File: config.mk
export PLATFORM = sky130hd
export DESIGN_NAME = fir_out_decim
export DESIGN_NICKNAME = d
export VERILOG_FILES = /design/src/rtl/fir_out_decim.sv
export SDC_FILE = /design/constraint.sdc
export NUM_CORES = 1
export LEC_CHECK = 0
export BUFFER_PORTS_ARGS = -buffer_cell sky130_fd_sc_hd__buf_4
export CAP_MARGIN = 5
export CORE_MARGIN = 10
export CORE_UTILIZATION = 30
export CTS_CLUSTER_DIAMETER = 120
export DETAILED_ROUTE_END_ITERATION = 10
export HOLD_SLACK_MARGIN = 0.03
export PLACE_DENSITY_LB_ADDON = 0.25
export RECOVER_POWER = 50
export SKIP_CTS_REPAIR_TIMING = 1
export SYNTH_ARGS = -nofsm -noshare
export SYNTH_HDL_FRONTEND = slang
export SYNTH_SLANG_ARGS = --single-unit
File: constraint.sdc
create_clock -name clk -period 5.56 [get_ports clk]
set_clock_uncertainty 0.1 [all_clocks]
set_input_delay 0.556 -clock clk [delete_from_list [all_inputs] [get_ports clk]]
set_output_delay 0.556 -clock clk [all_outputs]
set_load 0.02 [all_outputs]
File: src/rtl/fir_out_decim.sv
// Decimates an offset-binary FIR result stream, converts it to two's complement and
// buffers it in a FIFO with sticky overflow; define FIR_OUT_DROP_CNT_EN for a drop counter.
module fir_out_decim #(
    parameter int OUT_WIDTH  = 16,
    parameter int OSR        = 1,
    parameter int FIFO_DEPTH = 8
) (
    input  logic                          clk,
    input  logic                          rst,
    input  logic [OUT_WIDTH-1:0]          in_data,
    input  logic                          in_valid,
    output logic [OUT_WIDTH-1:0]          out_data,
    output logic                          out_valid,
    input  logic                          out_ready,
    output logic [$clog2(FIFO_DEPTH):0]   level,
    output logic                          ovf,
    input  logic                          ovf_clr
`ifdef FIR_OUT_DROP_CNT_EN
    ,
    output logic [15:0]                   drop_cnt
`endif
);

    localparam int AW = $clog2(FIFO_DEPTH);
    localparam int LW = AW + 1;
    localparam int PW = (OSR > 1) ? $clog2(OSR) : 1;

    logic [PW-1:0]        phase;
    logic [AW-1:0]        wptr;
    logic [AW-1:0]        rptr;
    logic [OUT_WIDTH-1:0] mem [FIFO_DEPTH];

    logic accept;
    logic full;
    logic empty;
    logic push;
    logic pop;
    logic drop;

    assign empty  = (level == '0);
    assign full   = (level == LW'(FIFO_DEPTH));
    assign accept = in_valid && (phase == '0);
    assign pop    = !empty && out_ready;
    assign push   = accept && (!full || pop);
    assign drop   = accept && full && !pop;

    assign out_valid = !empty;
    // Gate the head so out_data reads zero whenever the FIFO holds nothing, including in reset.
    assign out_data  = empty ? '0 : mem[rptr];

    // Any gap in in_valid restarts the decimation phase so the next valid sample is taken.
    always_ff @(posedge clk or negedge rst) begin
        if (!rst) begin
            phase <= '0;
        end else if (!in_valid || phase == PW'(OSR - 1)) begin
            phase <= '0;
        end else begin
            phase <= phase + PW'(1);
        end
    end

    always_ff @(posedge clk) begin
        if (push) begin
            mem[wptr] <= {~in_data[OUT_WIDTH-1], in_data[OUT_WIDTH-2:0]};
        end
    end

    always_ff @(posedge clk or negedge rst) begin
        if (!rst) begin
            wptr  <= '0;
            rptr  <= '0;
            level <= '0;
        end else begin
            if (push) begin
                wptr <= wptr + AW'(1);
            end
            if (pop) begin
                rptr <= rptr + AW'(1);
            end
            case ({push, pop})
                2'b10:   level <= level + LW'(1);
                2'b01:   level <= level - LW'(1);
                default: level <= level;
            endcase
        end
    end

    always_ff @(posedge clk or negedge rst) begin
        if (!rst) begin
            ovf <= 1'b0;
        end else if (drop) begin
            ovf <= 1'b1;
        end else if (ovf_clr) begin
            ovf <= 1'b0;
        end
    end

`ifdef FIR_OUT_DROP_CNT_EN
    always_ff @(posedge clk or negedge rst) begin
        if (!rst) begin
            drop_cnt <= '0;
        end else if (ovf_clr) begin
            drop_cnt <= drop ? 16'd1 : 16'd0;
        end else if (drop && drop_cnt != 16'hFFFF) begin
            drop_cnt <= drop_cnt + 16'd1;
        end
    end
`endif

endmodule

==> flow_summary.yaml, run 1 <==
finish:
  drive_above_1_share: 0.290
  fin_nets: 358
  layout_common_cells: "edfxtp_1 (128), mux4_2 (32), buf_4 (31)"
  diodes: 0
  area_growth_pct: 20.7
  design_area_mm2: 0.00668
  mostFrequentLayoutCell: "edfxtp_1"
worst_setup_path:
  crit_type: "flop to flop"
  crit_path_frequent_cell: "xor2_1"
  critical-path-slowest-cell: "nor2_1"
  cp.arrival_ns: 3.98
  critPathMaxStageDelay_ns: 1.23
  cp_top_family: "simple AND/OR/NAND/NOR gates"
  end_kind: "flop"
  cp_num_buf_inv: 1
  worstPathMaxFanout: 17
  required_ns: 5.76
  critPathLaunchType: "flop"
  cp_cell_sequence: "or3_1, nor2_1, inv_2, and2_4, ha_1, xor2_1, ha_1, a21oi_1, xor2_1, nor2_1, xor2_1"
timing:
  post-route-min-period_ns: 3.78
  tns_ns: 0
  hold_viol: 0
  setup_violations: 0
  fmax_mhz: 264
  tightest_slew_ns: 1.63
  rsz0062_at_grt: "no"
  worst_slack_ns: 1.78
  relSlewSlack: -0.0938
  slew_viol_final: 18
  min_period_over_period: 0.680
clock_tree:
  cts_sinks: 140
  htreeDepth: 4
  clockBufferDepth: 2
  insertion_delay_ns: 0.41
  cts-root-buf: "clkbuf_16"
  cts_tree: "built"
  cts_buffers: 17
  clk_pin_slew_ns: 0.05
grt:
  grt_max_degree: 25
  antenna_found_initial: 0
  grt_pass1_wl_um: 17400
  gr-total-overflow: 0
  track_usage: 0.0975
  grt_pass1_vias: 2928
yosys:
  async_flop_share: 0.0857
  postSynthAreaPerCell_um2: 20.4
  synth.distinct_cells: 33
  ys.flop_type: "edfxtp_1"
  ys_warn_count: 0
  synth_edf_count: 128
  syn_area_mm2: 0.00554
  yosysSeqAreaShare: 0.749
  synth_nets: 297
  syn_inst: 271
  ys_seq_elements: 140
place:
  gp_congestion: 0.686
  place_ws_ns: 2.50
  hpwl_um: 6730
  io_buffers: 42
  dpl_cell_area_mm2: 0.00619
die:
  initial_core_util: 0.306
  die_height_um: 156
  die-width_um: 156
  fp.coreArea_mm2: 0.0181
  die-area_mm2: 0.0243
  rows: 49
  boundaryPins: 43
pwr:
  p_leak_nw: 2.26
  p_total_mw: 3.57
  vdd_drop_max_mv: 0.240
  powerDensity_mw_per_mm2: 534
route:
  wl_per_cell_um: 19.2
  drtPass1Iterations: 5
  vias: 2608
  totalWireLength_um: 11000
  drc: 0
  viasPerCell: 4.54
  drt_first_iter_violations: 124
  ant_nets: 0
flow_run:
  maxCapViolCount: 1
min_path:
  hp-class: "input pin to flop"
run_status:
  violations: "max-capacitance violations, max-slew violations"
  status: "finished, violations left"
[worst min-delay path, stage by stage]
cell    delay, ns
buf_4        0.11
inv_1        0.04
a22o_1       0.11
[cell usage after synthesis, types with 2 or more instances]
cell	instances	area [um^2]
buf_1	2	7.51
buf_2	5	25.0
clkbuf_1	4	15.0
dfrtp_1	12	300
edfxtp_1	128	3840
ha_1	5	62.6
inv_1	2	7.51
mux2i_1	16	160
mux4_2	32	721
nand2_1	7	26.3
nand2b_1	4	25.0
nor2_1	21	78.8
nor3_1	5	25.0
nor4_1	2	12.5
xnor2_1	5	43.8
xor2_1	4	35.0
[area by class of cell]
type / count / area (um^2)
fill: 1639 / 11400
inverter: 4 / 15.0
clock buffer: 20 / 437
multi-input combinational: 115 / 1320
clock inverter: 12 / 148
sequential: 140 / 4150
tap: 229 / 287
timing repair buffer: 54 / 325
[state kept, by name, indices dropped and copies added, names as in the netlist]
name   count
phase      1
rptr       3
ovf        1
wptr       3
level      4
mem      128
[where the power goes]
part	internal [mW]	switching [mW]	total (mW)
clock	0.701	0.407	1.11
combinational	0.516	0.529	1.05
sequential	1.26	0.154	1.41
total	2.48	1.09	3.57
[metrics by stage]
stage	cells	utilization	hold slack (ns)
3_5_place_dp	541	0.342	0.308
6_report	574	0.369	0.342
4_1_cts	573	0.374	-0.134
5_1_grt	574	0.369	0.344
2_1_floorplan	271	-	0.160
3_3_place_gp	541	0.342	0.306
[routing by layer]
layer  vias up  global-route usage  part of all wire
li1       1208                   -                 -
met1      1339               0.116              0.45
met2        44               0.159              0.49
met3        17              0.0284             0.038
met4         0              0.0463             0.019
met5         -                   0                 0
[path summary, 6_finish.rpt]
kind	to	cells after the start	from	slack [ns]
max	level[2]	11	level[1]	1.78
min	ovf	3	ovf_clr	0.34
max reg2reg	level[2]	11	level[1]	1.78
min reg2reg	ovf	1	ovf	0.42
max in group asynchronous	rptr[0]	2	rst	4.28
min in group asynchronous	level[2]	2	rst	0.59
[logic make-up after synthesis]
group,synth area share
mux,0.164
compound gates,0.00543
xor+xnor,0.0142
other cells,0.000677
flops,0.749
buf+inv,0.0133
fa+ha+maj,0.0113
simple gates,0.0425
Note: power is estimated with default switching activity, not from simulation.
==> inputs of run 2 (changes only) <==
- clock period: 5.56 -> 3.9 ns (I/O delays scaled with it)
==> run 2 against run 1 <==
Net effect:
- core utilization is essentially flat
- routed wire length increased by 0.98%
- largest cell class unchanged
- maximum frequency rose by 29%
- critical endpoint unchanged
- first-iteration DRC count shrank 29%
- clock power up 31%
- combinational power rose by 50%
- cell count increased by 0.17%
- final area is 0.13% lower
- count of clock-buffer cells in the layout unchanged
- critical path depth unchanged
- the flow now finishes without violations
==> flow_summary.yaml, run 2 (synthesized netlist as in run 1, its figures left out) <==
finish:
  top_register: "mem"
  diodes: 0
  layout_common_cells: "edfxtp_1 (128), mux4_2 (32), buf_4 (31)"
  area_growth_pct: 20.5
  fin_cells: 575
  largestRegisters: "mem: 128 flops, level: 4 flops"
  n_fill_cell: 1680
  fin_nets: 359
  largest_register_ff_count: 128
  drive_above_1_share: 0.295
  mostFrequentLayoutCell: "edfxtp_1"
die:
  fp.coreArea_mm2: 0.0181
  die-area_mm2: 0.0243
  boundaryPins: 43
  rows: 49
  initial_core_util: 0.306
  die_height_um: 156
  die-width_um: 156
route:
  drtPass1Iterations: 4
  drt_first_iter_violations: 88
  viasPerCell: 4.64
  ant_nets: 0
  vias: 2669
  totalWireLength_um: 11100
  wl_per_cell_um: 19.4
  drc: 0
place:
  dp.cells: 542
  gp_congestion: 0.716
  hpwl_um: 6810
  io_buffers: 42
worst_setup_path:
  end_kind: "flop"
  cp.arrival_ns: 3.13
  worstPathMaxFanout: 17
  critPathLaunchType: "flop"
  crit_type: "flop to flop"
  required_ns: 4.09
timing:
  tightest_slew_ns: 0.775
  post-route-min-period_ns: 2.93
  tns_ns: 0
  hold_viol: 0
  min_period_over_period: 0.752
  fmax_mhz: 341
  slew_viol_final: 0
  rsz0062_at_grt: "no"
  setup_violations: 0
  relSlewSlack: 0.483
grt:
  antenna_found_initial: 0
  grt_pass1_vias: 2945
  grt_pass1_wl_um: 17200
  gr-total-overflow: 0
  track_usage: 0.0975
  grt_max_degree: 35
pwr:
  p_total_mw: 5.00
  powerDensity_mw_per_mm2: 749
  vdd_drop_max_mv: 0.357
  p_leak_nw: 2.25
clock_tree:
  cts_buffers: 17
  cts_tree: "built"
  insertion_delay_ns: 0.42
  cts_sinks: 140
  clockBufferDepth: 2
  cts-root-buf: "clkbuf_16"
  clk_pin_slew_ns: 0.06
  htreeDepth: 4
run_status:
  status: "finished clean"
flow_run:
  maxCapViolCount: 0
min_path:
  hp-class: "input pin to flop"
## run 2: metrics by stage
stage	setup WS (ns)	hold WS [ns]	util	cell area (um^2)
global route	0.821	0.174	0.369	6670
global placement	1.14	0.142	0.343	6210
CTS	0.943	-0.307	0.373	6740
floorplan	0.643	-0.00559	-	5540
detailed placement	1.03	0.144	0.343	6210
finish	0.968	0.187	0.369	6670
## run 2: metal layers
layer	up-vias	GRT usage	wire length, um
met2	55	0.160	5760
li1	1209	-	-
met4	0	0.0540	235
met5	-	0	0
met3	14	0.0270	391
met1	1391	0.113	4750
## run 2: final timing paths
check | cells after the start | end | slack [ns] | startpoint
hold reg to reg | 1 | ovf | 0.41 | ovf
setup / recovery | 11 | level[2] | 0.97 | level[1]
hold / removal | 3 | ovf | 0.19 | ovf_clr
max in group asynchronous | 2 | rptr[0] | 2.76 | rst
min in group asynchronous | 2 | level[0] | 0.43 | rst
setup reg to reg | 11 | level[2] | 0.97 | level[1]
## run 2: where the power goes
part / leakage, nW / switching, mW / total (mW) / internal, mW
Combinational: 0.699 / 0.814 / 1.57 / 0.752
Clock: 0.249 / 0.586 / 1.45 / 0.867
Sequential: 1.30 / 0.181 / 1.98 / 1.80
## run 2: cell type report
class	count	area, um^2	area share
tap	229	287	0.0430
sequential	140	4150	0.621
multi-input combinational	115	1340	0.201
inverter	4	15.0	0.00225
clock inverter	12	98.8	0.0148
timing repair buffer	55	349	0.0523
clock buffer	20	437	0.0655
## run 2: critical path: stages, from the launching register on
cell and delay (ns):
dfrtp_1 0.45, or3_1 0.51, nor2_8 0.33, inv_2 0.06, and2_4 0.19, ha_1 0.25
xor2_1 0.17, ha_1 0.19, a21oi_1 0.15, xor2_1 0.18, nor2_1 0.08, xor2_1 0.14
